## config.mk

```make
export PLATFORM = sky130hd
export DESIGN_NAME = keypad_matrix_scanner
export DESIGN_NICKNAME = d
export VERILOG_FILES = /design/src/rtl/keypad_matrix_scanner.sv
export SDC_FILE = /design/constraint.sdc
export NUM_CORES = 1
export LEC_CHECK = 0
export CAP_MARGIN = 20
export CORE_UTILIZATION = 30
export CTS_CLUSTER_SIZE = 12
export DETAILED_ROUTE_END_ITERATION = 12
export PLACE_DENSITY_LB_ADDON = 0.08
export SYNTH_ARGS = -nofsm -noshare
export SYNTH_HDL_FRONTEND = slang
export SYNTH_SLANG_ARGS = --single-unit
```

## constraint.sdc

```tcl
create_clock -name clk -period 4.6 [get_ports clk]
set_input_delay 1.38 -clock clk [delete_from_list [all_inputs] [get_ports clk]]
set_output_delay 1.38 -clock clk [all_outputs]
set_load 0.01 [all_outputs]
```

## src/rtl/keypad_matrix_scanner.sv

```systemverilog
// Generic first-word-fall-through FIFO for small event queues.
// Latency: a write is visible at rd_dat the cycle after it is accepted.
// Backpressure: wr_rdy drops when full unless a read frees a slot in the same cycle.
module sync_fifo #(
  parameter int W     = 5,
  parameter int DEPTH = 4
) (
  input  logic         clk,
  input  logic         resetn,
  input  logic         wr_vld,
  input  logic [W-1:0] wr_dat,
  output logic         wr_rdy,
  output logic         rd_vld,
  output logic [W-1:0] rd_dat,
  input  logic         rd_rdy
);
  localparam int AW = $clog2(DEPTH);

  logic [W-1:0]  mem [DEPTH];
  logic [AW-1:0] wr_ptr;
  logic [AW-1:0] rd_ptr;
  logic [AW:0]   count;
  logic          do_wr;
  logic          do_rd;

  assign rd_vld = (count != '0);
  assign rd_dat = mem[rd_ptr];
  assign do_rd  = rd_vld && rd_rdy;
  // When full the FIFO is non-empty, so rd_rdy alone means a slot frees this cycle.
  assign wr_rdy = (count != (AW+1)'(DEPTH)) || rd_rdy;
  assign do_wr  = wr_vld && wr_rdy;

  always_ff @(posedge clk) begin
    if (!resetn) begin
      wr_ptr <= '0;
      rd_ptr <= '0;
      count  <= '0;
    end else begin
      if (do_wr) wr_ptr <= wr_ptr + 1'b1;
      if (do_rd) rd_ptr <= rd_ptr + 1'b1;
      count <= count + (AW+1)'(do_wr) - (AW+1)'(do_rd);
    end
  end

  always_ff @(posedge clk) begin
    if (do_wr) mem[wr_ptr] <= wr_dat;
  end
endmodule

// 4x4 keypad scanner: column drive, row sampling, per-key debounce, event queue.
// Latency: key_state flips on its processing cycle; the event reaches the FIFO head one cycle later.
// Backpressure: evt_valid/evt_ready; a full FIFO drops new events and sets sticky evt_overflow.
module keypad_matrix_scanner #(
  parameter int SCAN_DIV  = 4800,
  parameter int DEB_SCANS = 8,
  parameter int EVT_DEPTH = 4
) (
  input  logic        clk,
  input  logic        resetn,
  output logic [3:0]  col_oe,
  input  logic [3:0]  row_in,
  output logic [15:0] key_state,
  output logic        evt_valid,
  input  logic        evt_ready,
  output logic [3:0]  evt_key,
  output logic        evt_press,
  output logic        evt_overflow
);
  localparam int CW = $clog2(SCAN_DIV);

  logic          active;
  logic [CW-1:0] slot_cnt;
  logic [1:0]    col;
  logic [3:0]    row_meta;
  logic [3:0]    row_sync;
  logic [3:0]    sample;
  logic [3:0]    deb_cnt [16];
  logic          proc_en;
  logic [1:0]    proc_row;
  logic [3:0]    proc_key;
  logic          differ;
  logic          fire;
  logic          push_rdy;

  // active holds col_oe off for the first cycle so the first slot is a full SCAN_DIV long.
  assign col_oe   = active ? (4'b0001 << col) : 4'b0000;
  assign proc_en  = active && (slot_cnt >= CW'(SCAN_DIV - 4));
  assign proc_row = 2'(slot_cnt - CW'(SCAN_DIV - 4));
  assign proc_key = {col, proc_row};
  assign differ   = sample[proc_row] != key_state[proc_key];
  assign fire     = proc_en && differ && (deb_cnt[proc_key] == 4'(DEB_SCANS - 1));

  always_ff @(posedge clk) begin
    if (!resetn) begin
      active       <= 1'b0;
      slot_cnt     <= '0;
      col          <= 2'd0;
      row_meta     <= 4'hF;
      row_sync     <= 4'hF;
      sample       <= 4'h0;
      key_state    <= 16'h0;
      evt_overflow <= 1'b0;
      for (int i = 0; i < 16; i++) deb_cnt[i] <= 4'd0;
    end else begin
      row_meta <= row_in;
      row_sync <= row_meta;
      active   <= 1'b1;
      if (active) begin
        if (slot_cnt == CW'(SCAN_DIV - 1)) begin
          slot_cnt <= '0;
          col      <= col + 2'd1;
        end else begin
          slot_cnt <= slot_cnt + 1'b1;
        end
      end
      if (active && (slot_cnt == CW'(SCAN_DIV - 5))) sample <= ~row_sync;
      if (proc_en) begin
        if (!differ) begin
          deb_cnt[proc_key] <= 4'd0;
        end else if (fire) begin
          key_state[proc_key] <= ~key_state[proc_key];
          deb_cnt[proc_key]   <= 4'd0;
        end else begin
          deb_cnt[proc_key] <= deb_cnt[proc_key] + 4'd1;
        end
      end
      if (fire && !push_rdy) evt_overflow <= 1'b1;
    end
  end

  sync_fifo #(
    .W    (5),
    .DEPTH(EVT_DEPTH)
  ) u_evt_fifo (
    .clk   (clk),
    .resetn(resetn),
    .wr_vld(fire),
    .wr_dat({proc_key, ~key_state[proc_key]}),
    .wr_rdy(push_rdy),
    .rd_vld(evt_valid),
    .rd_dat({evt_key, evt_press}),
    .rd_rdy(evt_ready)
  );
endmodule
```

# --- Word-level counts from Yosys, hierarchy flattened ---
# Memory sizes are Yosys's and may differ from the RTL's. A register that Yosys moved wholly into a read port is not among the register bits.
# Cells that the tools add are included.
classes:
  shift: 1
  magnitude_cmp: 4
  div: 0
  n_bitwise: 4
  reduce_logical: 14
  add_sub_neg: 8
  mul: 0
  eq_ne: 5
  muxes: 34
ops:
  columns: ["cell", "n"]
  rows:
  - ["13-bit equality test, second input constant", 2]
  - ["1-bit two-way mux", 22]
  - ["4-bit two-way mux", 5]
  - ["16-bit bitwise mux", 1]
  - ["13-bit by 1-bit adder with 13-bit output, second input constant", 1]
  - ["13-bit greater-or-equal comparator, second input constant", 1]
  - ["13-bit two-way mux", 1]
  - ["1-bit logical AND", 8]
  - ["2-bit by 1-bit adder with 2-bit output, second input constant", 3]
  - ["4-bit by 5-bit less-than comparator with 1-bit output, second input constant", 1]
  - ["4-bit by 1-bit adder with 4-bit output, second input constant", 1]
  - ["1-bit binary-select mux with 4-bit select", 1]
  - ["1-bit demux with 4-bit select", 1]
  - ["4-bit by 3-bit equality test with 1-bit output, second input constant", 1]
  - ["4-bit by 1-bit greater-or-equal comparator with 1-bit output, second input constant", 1]
  - ["2-bit two-way mux", 2]
  - ["4-bit inverter", 1]
  - ["4-bit OR reduction", 1]
  - ["1-bit by 2-bit << shifter with 4-bit output, first input constant", 1]
  - ["3-bit by 1-bit adder with 3-bit output", 1]
  - ["2-bit by 3-bit less-than comparator with 1-bit output, second input constant", 1]
  - ["3-bit inequality test, second input constant", 1]
  - ["3-bit AND reduction", 1]
  - ["3-bit nonzero test", 1]
  - ["other kinds (9)", 10]
word_totals:
  rom_bits: 0
  n_memories: 2
  latchBits: 0
  word_cells: 83
  ff_bits: 52
  ramBits: 84
  output_inout_bits: 27
memory_table:
  columns: ["memory", "words", "word_bits", "read_ports", "rd_clocked_by_memory_dff", "write_ports", "line_no", "source"]
  rows:
  - ["deb_cnt", 16, 4, 1, 0, 16, "77", "logic [3:0] deb_cnt [16];"]
  - ["u_evt_fifo.mem", 4, 5, 1, 1, 1, "19", "logic [W-1:0] mem [DEPTH];"]

# --- Logic depth before layout (Yosys ltp) ---
depth:
  word_depth: 15
  mapped_depth: 15
  mapped_depth_nobuf: 11

# --- By module ---
# A second synthesis with hierarchy kept.
unflattened:
  cells_unflattened: 557
  area_unflattened_um2: 6546.3
by_module_without_submodules:
  columns: ["module", "area_per_inst_um2", "n_inst", "cells_each", "seq_area_each_um2"]
  rows:
  - ["keypad_matrix_scanner", 5353.9, 1, 483, 2822.7]
  - ["sync_fifo", 1192.4, 1, 74, 780.7]

# --- Least setup slack after synthesis ---
# OpenSTA, ideal clock, no wires.
synth_path:
  kind: "flip-flop to flip-flop"
  startpoint: "register slot_cnt[0]"
  endpoint: "register u_evt_fifo.count[2]"
  t_arrival_ps: 3389
  path_slack_ps: 1084
  stages_incl_launch_ff: 15
  required_ps: 4472
  synth_period_minus_slack_ps: 3516
  n_path_buf: 3
  cell_sequence: "dfxtp_1 buf_2 buf_2 mux4_2 a22oi_1 nand3_1 ha_1 nand4_1 a211o_1 buf_2 nor2_2 ha_1 fa_1 xnor2_1 nor2_1"
synth_between:
  elab_chain_len: 9
  elab_cells_between_ends: 15
  classes_between: "add/sub (3); order compare (1); eq/ne (2); mux (4); reduce/logical (4); memory (1)"
synth_lines:
  columns: ["item", "line_no", "source"]
  rows:
  - ["start, declared", "72", "logic [CW-1:0] slot_cnt;"]
  - ["start signal, assigned", "113", "slot_cnt <= slot_cnt + 1'b1;"]
  - ["2-bit by 1-bit subtractor with 2-bit output", "88", "assign proc_row = 2'(slot_cnt - CW'(SCAN_DIV - 4));"]
  - ["1-bit binary-select mux with 4-bit select / 1-bit binary-select mux with 2-bit select (equally long branches)", "90", "assign differ = sample[proc_row] != key_state[proc_key];"]
  - ["1-bit two-way mux (not written as such)", "90", null]
  - ["1-bit inequality test", "90", null]
  - ["1-bit logical AND", "91", "assign fire = proc_en && differ && (deb_cnt[proc_key] == 4'(DEB_SCANS - 1));"]
  - ["1-bit logical AND *", "91", null]
  - ["1-bit logical AND *", "31", "assign do_wr = wr_vld && wr_rdy;"]
  - ["via u_evt_fifo.do_wr", "23", "logic do_wr;"]
  - ["3-bit by 1-bit adder with 3-bit output *", "41", "count <= count + (AW+1)'(do_wr) - (AW+1)'(do_rd);"]
  - ["3-bit by 1-bit subtractor with 3-bit output *", "41", null]
  - ["end signal, assigned", "41", null]
  - ["end, declared", "22", "logic [AW:0] count;"]
# The timed path passes the listed nets; every way through them passes the cells marked *. The select of a mux whose other input is x is not followed.
# A chain may end at the register's enable or synchronous reset.

# --- Final worst setup path ---
layout_path:
  startpoint: "register col[0]"
  endpoint: "output col_oe[0]"
layout_between:
  elab_chain_len: 2
layout_lines:
  columns: ["item", "line_no", "source"]
  rows:
  - ["start, declared", "73", "logic [1:0] col;"]
  - ["start signal, assigned", "111", "col <= col + 2'd1;"]
  - ["1-bit by 2-bit << shifter with 4-bit output", "86", "assign col_oe = active ? (4'b0001 << col) : 4'b0000;"]
  - ["4-bit two-way mux", "86", null]
  - ["end, declared", "60", "output logic [3:0] col_oe,"]
# No other way between the ends.

==> results.rst <==
.. list-table::
   :header-rows: 1

   * - Metric
     - Value
   * - Layout Skew
     - 13.05 ps
   * - Layout Nets
     - 561
   * - Final Cell Area
     - around 0.0075 sq mm
   * - Synth-to-layout area growth
     - 18.79%
   * - Clock root buffer
     - sky130_fd_sc_hd__clkbuf_16
   * - Fraction of the core area covered by cells at the end of the flow
     - 36.62%
   * - Total area of multi-input combinational cells
     - around 0.0025 sq mm
   * - Final Setup Violations
     - 0
   * - Global-route wire length before repair
     - 25.61 mm
   * - Core area
     - 0.02036 sq mm
   * - Synth top area share
     - 40.18%
   * - Hold-critical path endpoint
     - row_sync[0]
   * - Cell at the slowest stage of the critical path
     - sky130_fd_sc_hd__dfxtp_1
   * - Netlist Area Pre-Place
     - roughly 0.0063 sq mm
   * - DRC violation count after routing
     - 0
   * - Effective utilization at floorplan
     - 30.83%
   * - Count leader, synth
     - sky130_fd_sc_hd__edfxtp_1
   * - Total area of sequential cells
     - 0.003603 sq mm
   * - CP peak stage delay
     - around 700 ps
   * - Number of iterations in the first detailed-routing pass
     - 5
   * - Proportion of synthesized chip area in sequential cells
     - 57.39%
   * - Overall die area
     - 0.02151 sq mm
   * - Initial antenna violation count
     - 0
   * - Number of setup buffers added after CTS
     - 0
   * - Latest clock arrival within the worst-skew pair
     - 430 ps
   * - Worst hold path type
     - flip-flop to flip-flop
   * - Placement Rows
     - 52
   * - Dominant synthesized flop cell
     - sky130_fd_sc_hd__edfxtp_1
   * - # resized after CTS
     - 0
   * - Top fanout value on the critical path
     - 13
   * - DR vias
     - 4176
   * - Die boundary width
     - 146.7 um
   * - Count of pins over their slew limit
     - 0
   * - Required time at the worst-slack endpoint
     - 3220 ps
   * - Launching element of the worst setup path
     - col[0]
   * - Outcome
     - finished, final reports clean
   * - Number of cells traversed by the worst hold path
     - 1
   * - Overall die height
     - 146.7 um
   * - Top cell type by total area after synthesis
     - sky130_fd_sc_hd__edfxtp_1
   * - Rel. slew slack
     - 44.83%
   * - Power density cells
     - ~410 mW/mm^2
   * - DP Wirelength
     - around 11 mm
   * - Clock tree from TritonCTS
     - done
   * - Leakage component of the power
     - 2.412 nW
   * - Source of the worst register-to-register timing path
     - slot_cnt[1]
   * - Flip-flop and latch count after synthesis
     - 138
   * - Synth Area per Inst
     - 12.31 sq um
   * - Hold Worst Slack
     - slightly above 400 ps
   * - Max Freq
     - 243.0 MHz
   * - Category of the worst setup path capture point
     - primary output
   * - I/O pin total
     - 34
   * - Sink count of the clock tree
     - 138
   * - Deepest level of the CTS H-tree
     - 4
   * - Worst-path clk slew
     - 70 ps
   * - Max Buffers Root-to-Sink
     - 2
   * - Number of flops mapped to enable cells by yosys
     - 84
   * - Total global routing track utilization
     - 16.08%
   * - Wire length reported by the detailed router
     - 16.22 mm
   * - Worst reg-to-reg setup slack
     - 920 ps
   * - Largest net degree at the start of global routing
     - 49
   * - Drt initial violations
     - between 200 and 300
   * - MaxCap Viol Count
     - 0
   * - Category of the critical setup timing path
     - flip-flop to primary output
   * - Synthesis Warnings
     - 0
   * - Via count of the first global-routing pass
     - 4191
   * - Layout cell share with drive strength beyond 1
     - 14.52%
   * - Top cells by count, synth
     - 84 x sky130_fd_sc_hd__edfxtp_1, 54 x sky130_fd_sc_hd__dfxtp_1, 49 x sky130_fd_sc_hd__nor2_1
   * - Number of nets with antenna violations after detailed routing
     - 0
   * - Largest cells by area after synthesis
     - sky130_fd_sc_hd__edfxtp_1 40%, sky130_fd_sc_hd__dfxtp_1 17%, sky130_fd_sc_hd__mux4_2 9.7%, sky130_fd_sc_hd__nor3_1 3.7%, sky130_fd_sc_hd__ha_1 3.0%
   * - Cell-by-cell listing of the critical path
     - clkinv_1 > ha_1 > and2_1 > clkdlybuf4s50_1
   * - Global route total overflow
     - 0
   * - Number of buffers inserted by hold repair at cts
     - 0
   * - Routed WL per cell
     - 19.76 um
   * - Number of cell instances on the worst register-to-register path
     - 9
   * - Ys async rst share
     - 0%
   * - Kind of launch point of the worst setup path
     - flip-flop
   * - Placement-stage cell area
     - 0.006877 sq mm
   * - Number of clock buffers inserted by TritonCTS
     - 17
   * - Synthesized Nets
     - 533
   * - I/O Buffers
     - 33
   * - Final RePlAce weighted congestion
     - 0.8064
   * - Highest ir drop seen on vdd
     - 0.2541 mV
   * - Pin slew with the least headroom to its limit
     - 826.4 ps
   * - Crit Reg-Reg Endpoint
     - deb_cnt[9][0]
   * - Filler cell count in the final layout
     - 1973
   * - Setup TNS
     - 0 ps
   * - RSZ-0062 raised after global routing
     - false
   * - Post-Synthesis Cells
     - 510
   * - # diodes
     - 0
   * - Data arrival time of the worst path
     - 2730 ps
   * - Fin. Hold Viols
     - 0
   * - Worst hold path startpoint
     - row_meta[0]
   * - Final clock period utilization by the worst path
     - 89.45%
   * - Final worst path period need
     - 4115 ps
   * - Number of unique standard cell types used by synthesis
     - 47
   * - Routed via count divided by cell count
     - about 5.1
==> state kept, by name, indices dropped and copies added (netlist names), named ones only <==
name,cells
key_state,16
slot_cnt,13
u_evt_fifo.rd_ptr,2
row_meta,4
col,2
evt_overflow,1
deb_cnt,64
sample,4
row_sync,4
u_evt_fifo.wr_ptr,2
active,1
u_evt_fifo.mem,20
u_evt_fifo.count,3
==> per-layer routing <==
| layer | GRT usage (%) | share of wire (%) | wire (um) | vias up |
|---|---|---|---|---|
| li1 | - | - | - | 1973 |
| met1 | 22.19 | 48 | 7771 | 2085 |
| met2 | 25.33 | 47 | 7666 | 98 |
| met3 | 2.906 | 3.4 | 554 | 20 |
| met4 | 5.417 | 1.4 | 230 | 0 |
| met5 | 0 | 0 | 0 | - |
==> worst max-delay path by stage <==
stage | to | depth (start not counted) | slack [ps]
detailed placement | col_oe[0] | 4 | 890
global route | col_oe[0] | 4 | 330
floorplan | u_evt_fifo.count[2] | 14 | 1080
finish | col_oe[0] | 4 | 490
CTS | col_oe[0] | 4 | 430
global placement | col_oe[0] | 4 | 900
==> kinds of logic (layout without fill, tap and decap cells) <==
kind of cell	Yosys count	count (layout)	share of synthesized area, %
XOR/XNOR	19	19	2.770
AO/OA/AOI/OAI	63	63	7.155
adder cells (fa/ha/maj)	16	16	3.308
AND/OR/NAND/NOR	191	191	15.11
buffers and inverters	46	87	2.929
multiplexers	37	37	11.34
flip-flops	138	138	57.39
==> stage by stage <==
| stage | total power [W] | std cells | setup slack [ps] |
|---|---|---|---|
| 2_1_floorplan | 0.001652 | 510 | 1084 |
| 3_3_place_gp | 0.001772 | 788 | 901.5 |
| 3_5_place_dp | 0.001774 | 788 | 887.6 |
| 4_1_cts | 0.003121 | 820 | 426.2 |
| 5_1_grt | 0.003218 | 821 | 327.4 |
| 6_report | 0.003088 | 821 | 485.2 |
==> worst max-delay path: cells and delay by family, from the launching register on <==
family,cells,cell delay (ps)
buf+inv,2,960
flops,1,700
fa+ha+maj,1,440
simple gates,1,200
==> where the power goes <==
group / internal, W / total, W / switching (W) / leakage (nW)
Sequential: 0.00136 / 0.00141 / 0.0000462 / 1.24
Combinational: 0.000171 / 0.000331 / 0.000160 / 0.897
Clock: 0.000762 / 0.00135 / 0.000585 / 0.276
Total: 0.00230 / 0.00309 / 0.000791 / 2.41
==> cell usage in the layout (no fill, tap or decap), types with 13 or more instances in the layout <==
master                            count
sky130_fd_sc_hd__edfxtp_1            84
sky130_fd_sc_hd__nor3_1              46
sky130_fd_sc_hd__clkbuf_16           17
sky130_fd_sc_hd__nand2b_1            13
sky130_fd_sc_hd__nor2_1              49
sky130_fd_sc_hd__ha_1                15
sky130_fd_sc_hd__clkdlybuf4s50_1     32
sky130_fd_sc_hd__mux4_2              27
sky130_fd_sc_hd__dfxtp_1             54
sky130_fd_sc_hd__o21ai_0             18
sky130_fd_sc_hd__nand2_1             33
sky130_fd_sc_hd__nand3_1             13
==> cell type report <==
cell class | instances | share of cell area [%]
clock buffer | 17 | 5.704
clock inverter | 15 | 2.030
inverter | 14 | 0.7046
multi-input combinational | 326 | 33.42
sequential | 138 | 48.31
tap | 270 | 4.529
timing repair buffer | 41 | 5.301
(Power assumes the default switching activity.)
